==> config.mk <==
export PLATFORM = sky130hd
export DESIGN_NAME = instr_mem_arbiter
export DESIGN_NICKNAME = d
export VERILOG_FILES = /design/src/rtl/instr_mem_arbiter.sv
export SDC_FILE = /design/constraint.sdc
export NUM_CORES = 1
export LEC_CHECK = 0
export BUFFER_PORTS_ARGS = -buffer_cell sky130_fd_sc_hd__buf_2
export CAP_MARGIN = 10
export CORE_AREA = 2 2 100 102
export DETAILED_ROUTE_END_ITERATION = 8
export DIE_AREA = 0 0 102 104
export SLEW_MARGIN = 30
export SYNTH_ARGS = -nofsm -noshare
export SYNTH_HDL_FRONTEND = slang
export SYNTH_SLANG_ARGS = --single-unit
==> constraint.sdc <==
create_clock -name clk -period 2 [get_ports clk]
set_clock_uncertainty 0.2 [all_clocks]
set_input_delay 0.2 -clock clk [delete_from_list [all_inputs] [get_ports clk]]
set_output_delay 0.2 -clock clk [all_outputs]
set_load 0.05 [all_outputs]
==> src/rtl/instr_mem_arbiter.sv <==
// rtl/instr_mem_arbiter.sv - merges core fetch and loader ports onto one single-cycle-latency RAM port
module instr_mem_arbiter #(
    parameter int ADDR_WIDTH = 17,
    parameter int MAX_STALL  = 4
) (
    input  logic                  clk,
    input  logic                  rst_n,
    input  logic                  instr_req_i,
    input  logic [31:0]           instr_addr_i,
    output logic                  instr_gnt_o,
    output logic                  instr_rvalid_o,
    output logic [31:0]           instr_rdata_o,
    input  logic                  ld_req_i,
    input  logic                  ld_we_i,
    input  logic [31:0]           ld_addr_i,
    input  logic [31:0]           ld_wdata_i,
    input  logic [3:0]            ld_be_i,
    output logic                  ld_gnt_o,
    output logic                  ld_rvalid_o,
    output logic [31:0]           ld_rdata_o,
    output logic                  ram_en_o,
    output logic [ADDR_WIDTH-1:0] ram_addr_o,
    output logic [31:0]           ram_wdata_o,
    output logic                  ram_we_o,
    output logic [3:0]            ram_be_o,
    input  logic [31:0]           ram_rdata_i
);

    localparam int CNT_W = (MAX_STALL < 1) ? 1 : $clog2(MAX_STALL + 1);
    localparam logic [CNT_W-1:0] STALL_MAX = CNT_W'(MAX_STALL);

    typedef enum logic [1:0] {
        OWN_IDLE,
        OWN_CORE,
        OWN_LD
    } owner_t;

    owner_t           r_owner;
    logic [CNT_W-1:0] r_stall_cnt;

    logic w_force_ld;
    logic w_instr_gnt;
    logic w_ld_gnt;
    logic w_unused_addr;

    // Core has priority until the loader has been refused MAX_STALL cycles in a row.
    assign w_force_ld  = ld_req_i & (r_stall_cnt == STALL_MAX);
    assign w_instr_gnt = rst_n & instr_req_i & ~w_force_ld;
    assign w_ld_gnt    = rst_n & ld_req_i & (~instr_req_i | w_force_ld);

    always_ff @(posedge clk) begin
        if (!rst_n) begin
            r_owner     <= OWN_IDLE;
            r_stall_cnt <= '0;
        end else begin
            if (w_instr_gnt) begin
                r_owner <= OWN_CORE;
            end else if (w_ld_gnt) begin
                r_owner <= OWN_LD;
            end else begin
                r_owner <= OWN_IDLE;
            end

            if (ld_req_i & ~w_ld_gnt) begin
                if (r_stall_cnt != STALL_MAX) begin
                    r_stall_cnt <= r_stall_cnt + 1'b1;
                end
            end else begin
                r_stall_cnt <= '0;
            end
        end
    end

    assign instr_gnt_o = w_instr_gnt;
    assign ld_gnt_o    = w_ld_gnt;

    assign ram_en_o    = w_instr_gnt | w_ld_gnt;
    assign ram_we_o    = w_ld_gnt & ld_we_i;
    assign ram_addr_o  = !rst_n   ? '0 :
                         w_ld_gnt ? ld_addr_i[ADDR_WIDTH-1:0] : instr_addr_i[ADDR_WIDTH-1:0];
    assign ram_wdata_o = rst_n ? ld_wdata_i : 32'h0;
    assign ram_be_o    = !rst_n   ? 4'h0 :
                         w_ld_gnt ? ld_be_i : 4'hF;

    // An outstanding response is dropped if reset lands before it is delivered.
    assign instr_rvalid_o = rst_n & (r_owner == OWN_CORE);
    assign ld_rvalid_o    = rst_n & (r_owner == OWN_LD);
    assign instr_rdata_o  = rst_n ? ram_rdata_i : 32'h0;
    assign ld_rdata_o     = rst_n ? ram_rdata_i : 32'h0;

    assign w_unused_addr = ^{instr_addr_i[31:ADDR_WIDTH], ld_addr_i[31:ADDR_WIDTH]};

endmodule

==> results by stage <==
Clocking:
- The CTS tree is yes.
- The source-to-sink clock delay at the later pin of the worst-skew pair is about 0.23 ns.
- The TritonCTS buffer count is 3.
- CTS built an H-tree with a depth of 1.
- The clock-pin slew on the worst setup and hold paths is around 0.040 ns.
- The number of sinks driven by the clock tree is 5.
- No sink is reached through more buffers than the 2 on the longest clock path.
- The CTS root buffer is sky130_fd_sc_hd__clkbuf_8.

Global routing:
- The global-route usage over all layers is a little under a tenth.
- The via count of the first global-routing pass came to approximately 1800.
- The initial antenna violation count is 0.
- The first global-routing pass estimated between 8000 and 9000 µm of wire.
- The pin count of the biggest net entering global routing is a little over 90.
- The residual overflow from global routing is 0.

Finish:
- The area of the multi-input gates is ~1000 µm².
- The top cell types in the final layout, fill and taps aside, are sky130_fd_sc_hd__buf_2, sky130_fd_sc_hd__and2_1, sky130_fd_sc_hd__nand2_1, sky130_fd_sc_hd__inv_1, sky130_fd_sc_hd__buf_6.
- The number of inserted diodes is 0.
- The ratio of cells with drive above 1 in the final layout is ~68%.
- Leaving out fill and tap cells, the most frequent cell in the layout is sky130_fd_sc_hd__buf_2.
- Summing all flip-flop and latch instances after layout gives 103 µm².
- Measured on the finished design, the core utilization comes to slightly below 30%.
- Relative to the synthesized area, the layout overhead comes to 116%.
- In the final design database the tool counted about 530 nets.
- The count of cells in the finished layout, fillers not included, comes to ~520.
- Once layout is done, the placed cells without fillers occupy 0.00281 mm².
- The number of fill cells in the layout is between 1000 and 1500.

Drt:
- Detailed routing placed a total of roughly 410 µm of wire on met3.
- The final layout contains routed wiring with a total length of 5610 µm.
- The total number of vias is 1933.
- After detailed routing, the wire length on met1 is 1980 µm.
- The length of routed met2 wiring is around 3100 µm.
- The detailed router's first-iteration violation count is 64.
- The first detailed-routing pass took 4 iterations.
- The detail route stage leaves a number of antenna-violating nets equal to 0.
- For this run, design rule violations remaining after detail routing come to 0.
- In the final routed layout, each cell accounts on average for between 10 and 15 µm.
- The highest metal layer carrying signal wires in the routed design is met4.
- After detailed routing, the number of vias per cell comes to roughly 3.7.

Worst setup path:
- The setup slack of the most critical reg-to-reg path is 0.70 ns.
- The origin of the critical flop-to-flop path is r_stall_cnt[1]$_SDFFE_PN0P_.
- The number of cells on the worst reg-to-reg path is 6.
- The launching instance or port of the critical path is r_stall_cnt[1]$_SDFFE_PN0P_.
- The worst path arrival time is approximately 1.6 ns.
- The worst endpoint required time is around 1.6 ns.
- The type of element launching the critical path is a register.
- The critical path is of the reg2out type.
- The worst setup path is captured at an output port.
- Along the worst path, the maximum fanout reaches 8.

Yosys:
- The share of Yosys cell area claimed by the top area cell type is 31.3%.
- By area, the combinational part of the netlist is dominated by simple AND/OR/NAND/NOR gates.
- The number of instances in the synthesized netlist is approximately 190.
- The complex-gate fraction of the synthesized area is around 4.4%.
- Summing every instance area after synthesis gives approximately 0.0013 mm².
- Ranked by total cell area, the synthesized netlist is headed by sky130_fd_sc_hd__and2_1, sky130_fd_sc_hd__buf_4, sky130_fd_sc_hd__mux2i_1, sky130_fd_sc_hd__dfxtp_1, sky130_fd_sc_hd__inv_1.
- The simple-gate area share of the yosys netlist is between 40% and 50%.
- After synthesis, the mean cell area works out to slightly below 7 µm².
- The arithmetic-cell share of the synthesized area counting full adders, half adders and majority gates is 1.93%.
- The number of nets handed over by synthesis was about 330.
- In this run, synthesis produced a sequential element count of 5.
- After Yosys synthesis, XOR and XNOR cells account for 0% of the synthesized area.
- In this run, distinct cell masters in the synthesized netlist total 19.
- sky130_fd_sc_hd__and2_1 takes more of the synthesized area than any other cell.
- The count of warnings emitted by yosys is 0.
- The share of synthesized area occupied by flip-flops and latches is under 10%.
- The multiplexer share of the synthesized area is roughly 14%.

Die:
- The starting utilization of the core area is 13.6%.
- For this design the top-level I/O count stands at 260.
- The floorplan step defined a die boundary enclosing 0.0106 mm².
- The height of the chip is ~100 µm.
- From left edge to right edge, the die measures 102 µm.
- After floorplanning, the core was sized to cover about 0.0095 mm².
- The initialized floorplan defines 36 standard-cell rows.

Power and ir drop:
- The maximum resistive drop on vdd is between 400 and 500 µV.
- The clock network fraction of design power is between 15 and 20%.
- Power spread over the standard cell area amounts to 454 mW/mm².
- The share of total power consumed by net switching is ~57%.
- In this run the power spent charging and discharging nets is between 700 and 800 µW.
- The share of total power dissipated in combinational logic is between 70 and 80%.
- The internal portion of the total power is approximately 540 µW.
- The leakage component of the power is 1.67 nW.
- The design draws about 1.3 mW.
- Registers are responsible for roughly 8.2% of the overall power.

Hold path:
- The worst hold path was traced through 2 stages.
- The worst hold path startpoint is ld_req_i.
- The path class of the tightest hold or removal check is in2reg.

STA:
- The post-route minimum period is 2.00 ns.
- Headroom to the max-slew limit came out at approximately four fifths.
- The worst setup slack after layout is roughly 0.004 ns.
- Of the available clock period, the critical path in the final layout requires approximately 100%.
- The count of endpoints failing setup in the final report is 0.
- Setup repair after global routing could not meet its margin everywhere.
- Based on the critical path, the design can be clocked at up to around 500 MHz.
- The number of slew-limit violations in the final report is 0.
- The slew at the pin with the worst max-slew slack is roughly 0.31 ns.
- The number of hold-slack violations in the final timing report came to 0.

Place:
- The number of placed instances, taps included, is ~520.
- The standard cell area after detailed placement is roughly 0.0025 mm².
- Port buffering added 229 buffers.
- The HPWL after detailed placement is around 4600 µm.
- The congestion estimate from routability-driven global placement came to between 0.6 and 0.7.
- The worst slack at placement is a little under 0.004 ns.

Flow run:
- The max capacitance violation total is 0.

Outcome:
- The flow ran to the end, and the final reports show no timing, DRC or antenna violations.
worst max-delay path, cell delays in order (launching register included):
cell                      delay, ns
sky130_fd_sc_hd__dfxtp_2       0.32
sky130_fd_sc_hd__inv_2         0.04
sky130_fd_sc_hd__ha_4          0.16
sky130_fd_sc_hd__nand2_4       0.06
sky130_fd_sc_hd__a21o_4        0.17
sky130_fd_sc_hd__buf_12        0.18
sky130_fd_sc_hd__mux2i_4       0.24
sky130_fd_sc_hd__buf_6         0.18
metal layers:
layer	vias to the layer above	global-route usage, %
li1	954	-
met1	855	9.68
met2	117	19.4
met3	7	0.672
met4	0	3.14
met5	-	0
power groups by stage:
stage	registers [mW]	clock network, mW	logic, mW
final	0.105	0.195	0.974
after global routing	0.105	0.206	1.02
after CTS	0.105	0.199	0.973
after detailed placement	0.106	0	0.924
after global placement	0.106	0	0.916
after floorplan	0.106	0	0.721
through the flow:
step / TNS, ns / hold slack (ns)
after floorplan: -0.508 / 0.107
after global placement: 0 / 0.261
after detailed placement: 0 / 0.286
after CTS: -0.0176 / 0.0449
after global routing: -0.931 / 0.0481
final: 0 / 0.0471
sequential cells by signal (all words and copies together) (netlist names):
signal and count:
r_stall_cnt 3, r_owner 2
cells in the mapped netlist:
cell type	n
sky130_fd_sc_hd__o21a_1	5
sky130_fd_sc_hd__nand3_1	1
sky130_fd_sc_hd__and2_1	65
sky130_fd_sc_hd__buf_6	2
sky130_fd_sc_hd__nand2_1	20
sky130_fd_sc_hd__buf_4	33
sky130_fd_sc_hd__buf_12	1
sky130_fd_sc_hd__and3b_1	1
sky130_fd_sc_hd__nand2_2	1
sky130_fd_sc_hd__buf_2	1
sky130_fd_sc_hd__clkbuf_1	8
sky130_fd_sc_hd__nor2_1	3
sky130_fd_sc_hd__nor3b_1	2
sky130_fd_sc_hd__inv_1	22
sky130_fd_sc_hd__dfxtp_1	5
sky130_fd_sc_hd__a31oi_1	2
sky130_fd_sc_hd__a21o_1	1
sky130_fd_sc_hd__mux2i_1	18
sky130_fd_sc_hd__ha_1	2
area by class of cell:
type	instances	share of cell area, %
Sequential cell	5	3.66
Inverter	22	3.12
Clock buffer	4	1.60
Tap cell	133	5.93
Multi-Input combinational cell	121	35.5
Timing Repair Buffer	239	50.2
timing repair:
action | CTS | global route
cloned | 1 | 0
hold buffers | 0 | 0
gates resized for setup | 45 | 11
pin swaps | 3 | 1
setup buffers | 2 | 2
setup endpoints to repair | 23 | 22
final timing paths:
path / endpoint
hold reg to reg: r_stall_cnt[0]$_SDFFE_PN0P_
hold / removal: r_owner[0]$_SDFF_PN0_
setup / recovery: ram_addr_o[6]
setup reg to reg: r_owner[1]$_SDFF_PP0_
kinds of logic after synthesis:
| logic type | count (synthesis) |
|---|---|
| compound gates | 8 |
| fa+ha+maj | 2 |
| buf+inv | 67 |
| flops | 5 |
| mux | 18 |
| simple gates | 93 |
No activity file was read; power rests on OpenSTA's default activity.
